--- config.mk ---
export PLATFORM = sky130hd
export DESIGN_NAME = muldiv_sequencer
export DESIGN_NICKNAME = d
export VERILOG_FILES = /design/src/rtl/muldiv_sequencer.sv
export SDC_FILE = /design/constraint.sdc
export NUM_CORES = 2
export LEC_CHECK = 0
export ABC_AREA = 1
export CAP_MARGIN = 10
export CORE_MARGIN = 2
export CORE_UTILIZATION = 50
export CTS_CLUSTER_DIAMETER = 40
export DETAILED_ROUTE_END_ITERATION = 12
export PLACE_DENSITY = 0.66
export SYNTH_ARGS = -nofsm -noshare
export SYNTH_HDL_FRONTEND = slang
export SYNTH_SLANG_ARGS = --single-unit
--- constraint.sdc ---
create_clock -name clk_i -period 8.3 [get_ports clk_i]
set_input_delay 1.66 -clock clk_i [delete_from_list [all_inputs] [get_ports clk_i]]
set_output_delay 1.66 -clock clk_i [all_outputs]
set_load 0.05 [all_outputs]
--- src/rtl/muldiv_sequencer.sv ---
// RV32M multiply/divide sequencer: single-cycle multiply, 32-step restoring divide,
// with a one-cycle fast path for divide-by-zero and signed overflow.
`ifndef REG_LEN
`define REG_LEN 32
`endif

module muldiv_sequencer (
    input  logic                clk_i,
    input  logic                rst_i,
    input  logic                start_i,
    input  logic                flush_i,
    input  logic [2:0]          op_i,
    input  logic [`REG_LEN-1:0] opr_1_i,
    input  logic [`REG_LEN-1:0] opr_2_i,
    output logic                ready_o,
    output logic                busy_o,
    output logic                done_o,
    output logic [`REG_LEN-1:0] result_o
);

    typedef enum logic [1:0] {
        S_IDLE = 2'd0,
        S_MUL  = 2'd1,
        S_DIV  = 2'd2,
        S_DONE = 2'd3
    } state_e;

    state_e      state_q, state_d;
    logic [1:0]  op_q, op_d;
    logic [31:0] opa_q, opa_d;
    logic [31:0] opb_q, opb_d;
    logic [31:0] rem_q, rem_d;
    logic [5:0]  cnt_q, cnt_d;
    logic        q_neg_q, q_neg_d;
    logic        r_neg_q, r_neg_d;
    logic [31:0] result_q, result_d;
    logic        ready_q, ready_d;
    logic        busy_q, busy_d;
    logic        done_q, done_d;

    logic        accept_s;
    logic        div_zero_s;
    logic        div_ovf_s;
    logic        a_neg_s;
    logic        b_neg_s;
    logic [63:0] mul_a_s;
    logic [63:0] mul_b_s;
    logic [63:0] prod_s;
    logic [31:0] mul_res_s;
    logic [32:0] rem_sh_s;
    logic [32:0] diff_s;
    logic        sub_ok_s;
    logic [31:0] q_fin_s;
    logic [31:0] r_fin_s;

    assign accept_s   = start_i & ready_q & ~flush_i;
    assign div_zero_s = (opr_2_i == 32'd0);
    assign div_ovf_s  = ~op_i[0] & (opr_1_i == 32'h8000_0000) & (opr_2_i == 32'hFFFF_FFFF);
    assign a_neg_s    = ~op_i[0] & opr_1_i[31];
    assign b_neg_s    = ~op_i[0] & opr_2_i[31];

    // A 64x64 product of the sign/zero-extended operands has the right low 64 bits for every variant.
    assign mul_a_s   = {{32{(op_q != 2'b11) & opa_q[31]}}, opa_q};
    assign mul_b_s   = {{32{~op_q[1] & opb_q[31]}}, opb_q};
    assign prod_s    = mul_a_s * mul_b_s;
    assign mul_res_s = (op_q == 2'b00) ? prod_s[31:0] : prod_s[63:32];

    // opa_q doubles as the dividend/quotient shift register during a divide.
    assign rem_sh_s = {rem_q, opa_q[31]};
    assign diff_s   = rem_sh_s - {1'b0, opb_q};
    assign sub_ok_s = ~diff_s[32];
    assign q_fin_s  = q_neg_q ? (32'd0 - opa_q) : opa_q;
    assign r_fin_s  = r_neg_q ? (32'd0 - rem_q) : rem_q;

    // Next-state, datapath and registered-output computation.
    always_comb begin
        state_d  = state_q;
        op_d     = op_q;
        opa_d    = opa_q;
        opb_d    = opb_q;
        rem_d    = rem_q;
        cnt_d    = cnt_q;
        q_neg_d  = q_neg_q;
        r_neg_d  = r_neg_q;
        result_d = result_q;
        if (flush_i) begin
            state_d = S_IDLE;
        end else begin
            case (state_q)
                S_IDLE, S_DONE: begin
                    if (accept_s) begin
                        op_d = op_i[1:0];
                        if (!op_i[2]) begin
                            opa_d   = opr_1_i;
                            opb_d   = opr_2_i;
                            state_d = S_MUL;
                        end else if (div_zero_s) begin
                            result_d = op_i[1] ? opr_1_i : 32'hFFFF_FFFF;
                            state_d  = S_DONE;
                        end else if (div_ovf_s) begin
                            result_d = op_i[1] ? 32'h0000_0000 : 32'h8000_0000;
                            state_d  = S_DONE;
                        end else begin
                            opa_d   = a_neg_s ? (32'd0 - opr_1_i) : opr_1_i;
                            opb_d   = b_neg_s ? (32'd0 - opr_2_i) : opr_2_i;
                            rem_d   = 32'd0;
                            cnt_d   = 6'd32;
                            q_neg_d = a_neg_s ^ b_neg_s;
                            r_neg_d = a_neg_s;
                            state_d = S_DIV;
                        end
                    end else begin
                        state_d = S_IDLE;
                    end
                end
                S_MUL: begin
                    result_d = mul_res_s;
                    state_d  = S_DONE;
                end
                S_DIV: begin
                    if (cnt_q == 6'd0) begin
                        result_d = op_q[1] ? r_fin_s : q_fin_s;
                        state_d  = S_DONE;
                    end else begin
                        rem_d = sub_ok_s ? diff_s[31:0] : rem_sh_s[31:0];
                        opa_d = {opa_q[30:0], sub_ok_s};
                        cnt_d = cnt_q - 6'd1;
                    end
                end
                default: begin
                    state_d = S_IDLE;
                end
            endcase
        end
        ready_d = (state_d == S_IDLE) || (state_d == S_DONE);
        busy_d  = (state_d == S_MUL) || (state_d == S_DIV);
        done_d  = (state_d == S_DONE);
    end

    // State and datapath registers.
    always_ff @(posedge clk_i or posedge rst_i) begin
        if (rst_i) begin
            state_q  <= S_IDLE;
            op_q     <= 2'd0;
            opa_q    <= 32'd0;
            opb_q    <= 32'd0;
            rem_q    <= 32'd0;
            cnt_q    <= 6'd0;
            q_neg_q  <= 1'b0;
            r_neg_q  <= 1'b0;
            result_q <= 32'd0;
            ready_q  <= 1'b1;
            busy_q   <= 1'b0;
            done_q   <= 1'b0;
        end else begin
            state_q  <= state_d;
            op_q     <= op_d;
            opa_q    <= opa_d;
            opb_q    <= opb_d;
            rem_q    <= rem_d;
            cnt_q    <= cnt_d;
            q_neg_q  <= q_neg_d;
            r_neg_q  <= r_neg_d;
            result_q <= result_d;
            ready_q  <= ready_d;
            busy_q   <= busy_d;
            done_q   <= done_d;
        end
    end

    assign ready_o  = ready_q;
    assign busy_o   = busy_q;
    assign done_o   = done_q;
    assign result_o = result_q;

endmodule

==> results.md <==
Hold path:
- In this run the most critical hold path is launched from cnt_q[4].
- The depth of the worst hold-timing path is 2.
- The end of the worst hold path is cnt_q[4].
- The path class of the tightest hold or removal check is reg2reg.

Clock tree:
- The total CTS buffers is 17.
- For the worst-skew pair, the clock arrives at the later sink with an insertion delay of 0.47 ns.
- Clock-pin slew was measured on the worst setup and hold paths at approximately 0.070 ns.
- The maximum level of the CTS H-tree is 4.
- Clock tree synthesis selected as its root buffer the cell sky130_fd_sc_hd__clkbuf_16.
- The clock sink count is 143.
- Hold repair after CTS inserted 0 buffers.
- The deepest clock path buffer count is 2.
- The CTS tree is built.

Timing:
- The worst slew margin relative to its limit is 0.206.
- The clock arrives with just under 0.03 ns of skew.
- The max-slew violation total from the final report is 0.
- The count of final hold-check violations is 0.
- The slew of the pin with the lowest slew margin is 1.19 ns.
- After layout, the minimum clock period comes to 7.95 ns.
- Static timing analysis puts the maximum clock frequency at 0.126 GHz.
- The final setup violation count is 0.
- The share of the clock period used by the worst path after layout is 0.958.

Synthesis:
- The number of warnings issued by yosys is 0.
- The total nets after synthesis is approximately 8900.
- In this run the cell area of the synthesized design comes to 54100 µm².
- The sequential fraction of the synthesis area is 0.0661.
- The average cell area after synthesis is 7.32 µm².
- The synthesized netlist contains 56 unique library cells.
- Counting every instance in the synthesized netlist gives 7399.
- The flip-flop and latch count after synthesis is 143.

Critical path:
- The category of the worst setup path launch point is a flop.
- The endpoint of the lowest-slack register-to-register path is result_o[25].
- The delay of the slowest critical-path stage is 0.59 ns.
- The slowest cell on the critical path is sky130_fd_sc_hd__fa_2.
- Among the stages of the critical path, the cell type that occurs most often is sky130_fd_sc_hd__nand2_1.
- The data arrival time of the critical path is 8.34 ns.
- The count of cells along the worst register-to-register path is 31.
- The maximum fanout count along the critical path is 14.
- The internal reg-to-reg setup slack is between 0.3 and 0.4 ns.
- The endpoint required time on the critical path is ~8.7 ns.
- The worst register-to-register path begins at op_q[0].
- The class of the most critical setup path is reg2reg.
- The sort of element at the end of the critical path is a flop.

Placement:
- The port buffer count is 105.
- The placed instances occupy a cell area of 58400 µm².
- The final weighted congestion in routability-driven placement is 0.990.
- The post-DP HPWL is 157000 µm.

Layout:
- The count of nets after finishing is 8952.
- Of the cells placed in the final design, the portion with a size suffix greater than 1 is 0.0747.
- The finished cells cover 59200 µm².
- Relative to the synthesized area, the layout overhead comes to 9.38%.
- The most common library cell in the layout ignoring fill and taps is sky130_fd_sc_hd__nand2_1.
- The top cell types in the final layout, fill and taps aside, are sky130_fd_sc_hd__nand2_1 (2048), sky130_fd_sc_hd__inv_1 (1950), sky130_fd_sc_hd__fa_1 (1119).

Drt:
- The count of nets left with antenna violations after detail routing is 0.
- The per-cell routed wire length is just over 20 µm.
- For this run, design rule violations remaining after detail routing come to 0.
- The via total after detailed routing is 47200.
- The average vias per placed instance is 5.29.
- The post-detailed-routing wire length is 184000 µm.
- The iteration-0 DRC count of the detailed router is 3562.
- The total iterations of the first detailed-routing run is 6.

GRT:
- For this run, global-route usage on met2 was measured as 0.579.
- The met1 routing resource usage after global routing is 0.458.
- After global routing, the most crowded layer is met2.
- The number of antenna violations at the first check in global routing is 7.
- The number of global-route vias before repair came to 49500.
- Entering global routing, the biggest net connects 79 pins.
- The total overflow left after global routing is 0.
- The fraction of met3 tracks used by global routing is 0.0391.
- The first-pass GRT wire length is 290000 µm.
- For this run, the total global-route usage over all layers was measured as 0.343.

Floorplan:
- The effective utilization at floorplan is 0.505.
- The area of the die is roughly 110000 µm².
- The standard-cell row count is 120.
- The core region area is 107000 µm².
- 106 I/O pins were placed.
- The y dimension of the die is 333 µm.
- Measured along the x axis, the die boundary spans roughly 330 µm.

Outcome:
- The run finished with clean final reports.

Job:
- Max-cap violations in this run came to 0.
[sequential cells by signal, indices dropped and copies added, names as in the netlist, 2 cells and up]
| signal | flops |
|---|---|
| cnt_q | 6 |
| op_q | 2 |
| opa_q | 32 |
| opb_q | 32 |
| rem_q | 32 |
| result_o | 32 |
| state_q | 2 |
[worst max-delay path, delay by kind of cell, from the launching register on]
| family | cells | cell delay [ns] |
|---|---|---|
| compound gates | 1 | 0.15 |
| fa+ha+maj | 9 | 4.43 |
| buf+inv | 7 | 1.14 |
| flops | 1 | 0.40 |
| simple gates | 14 | 1.77 |
[worst max-delay path by stage]
stage | to | startpoint | cells after the start
3_5_place_dp | result_o[27] | op_q[1] | 31
3_3_place_gp | result_o[7] | opa_q[21] | 29
5_1_grt | result_o[27] | op_q[0] | 35
2_1_floorplan | result_o[27] | op_q[1] | 34
4_1_cts | result_o[15] | opa_q[21] | 29
6_report | result_o[25] | op_q[0] | 31
[kinds of logic (layout without fill, tap and decap cells)]
kind of cell,Yosys count,in the layout,synth area share
AOI/OAI and AO/OA,548,548,0.0580
xor gates and xnor gates,85,85,0.0138
adders and majority gates,1380,1380,0.475
buffers and inverters,2319,2434,0.165
DFF,143,143,0.0661
other,0,4,0
and+or+nand+nor,2924,2924,0.222
[routing by layer]
| layer | vias up | share of wire |
|---|---|---|
| met2 | 1611 | 0.48 |
| li1 | 21500 | - |
| met4 | 6 | 0.040 |
| met5 | - | 0.00014 |
| met3 | 314 | 0.062 |
| met1 | 23800 | 0.42 |
[timing repair]
action                     CTS  global route
setup endpoints to repair    1            29
pin swaps                    0             2
setup buffers                2             8
resized for setup            1            40
[through the flow]
stage	utilization	setup WS [ns]	setup TNS (ns)	cells	hold slack (ns)
floorplan	-	0.477	0	7399	0.452
global route	0.552	-0.0201	-0.0201	8917	0.520
finish	0.552	0.346	0	8921	0.499
detailed placement	0.545	-0.0131	-0.0131	8875	0.478
global placement	0.545	0.111	0	8875	0.469
CTS	0.551	0.0559	0	8909	0.496
[area by class of cell]
type | instances | area [µm²]
Tap cell | 1403 | 1760
Clock buffer | 18 | 429
Timing Repair Buffer | 422 | 4110
Antenna cell | 4 | 10.0
Multi-Input combinational cell | 4937 | 41700
Inverter | 1980 | 7450
Fill cell | 10500 | 48000
Clock inverter | 14 | 165
Sequential cell | 143 | 3590
[synth_stat cells, drive strengths merged]
library cell	instances	area, µm²
clkinv	3	11.3
nand4	47	294
clkbuf	220	826
nor4	17	128
nor3	49	299
nand2	2061	7780
o311ai	7	61.3
dfstp	1	26.3
o31ai	9	67.6
a21oi	212	1130
xnor2	25	219
or2	5	36.3
o211ai	11	87.6
dfrtp	142	3550
nand3	279	1580
or3	1	6.26
o22ai	3	25.0
nand3b	13	97.6
inv	1977	7430
buf	119	663
fa	1126	22500
a21o	7	52.6
o221ai	2	17.5
o21ai	271	1510
ha	254	3180
nor2	447	1770
xor2	60	526
a21boi	4	30.0
nor3b	2	25.0
a31oi	6	37.5
o21bai	15	113
o21a	1	7.51
and2	3	18.8
Power is left out: the tool's default activity adds up to more than one toggle a clock period on the data nets, which glitch-free logic cannot reach.
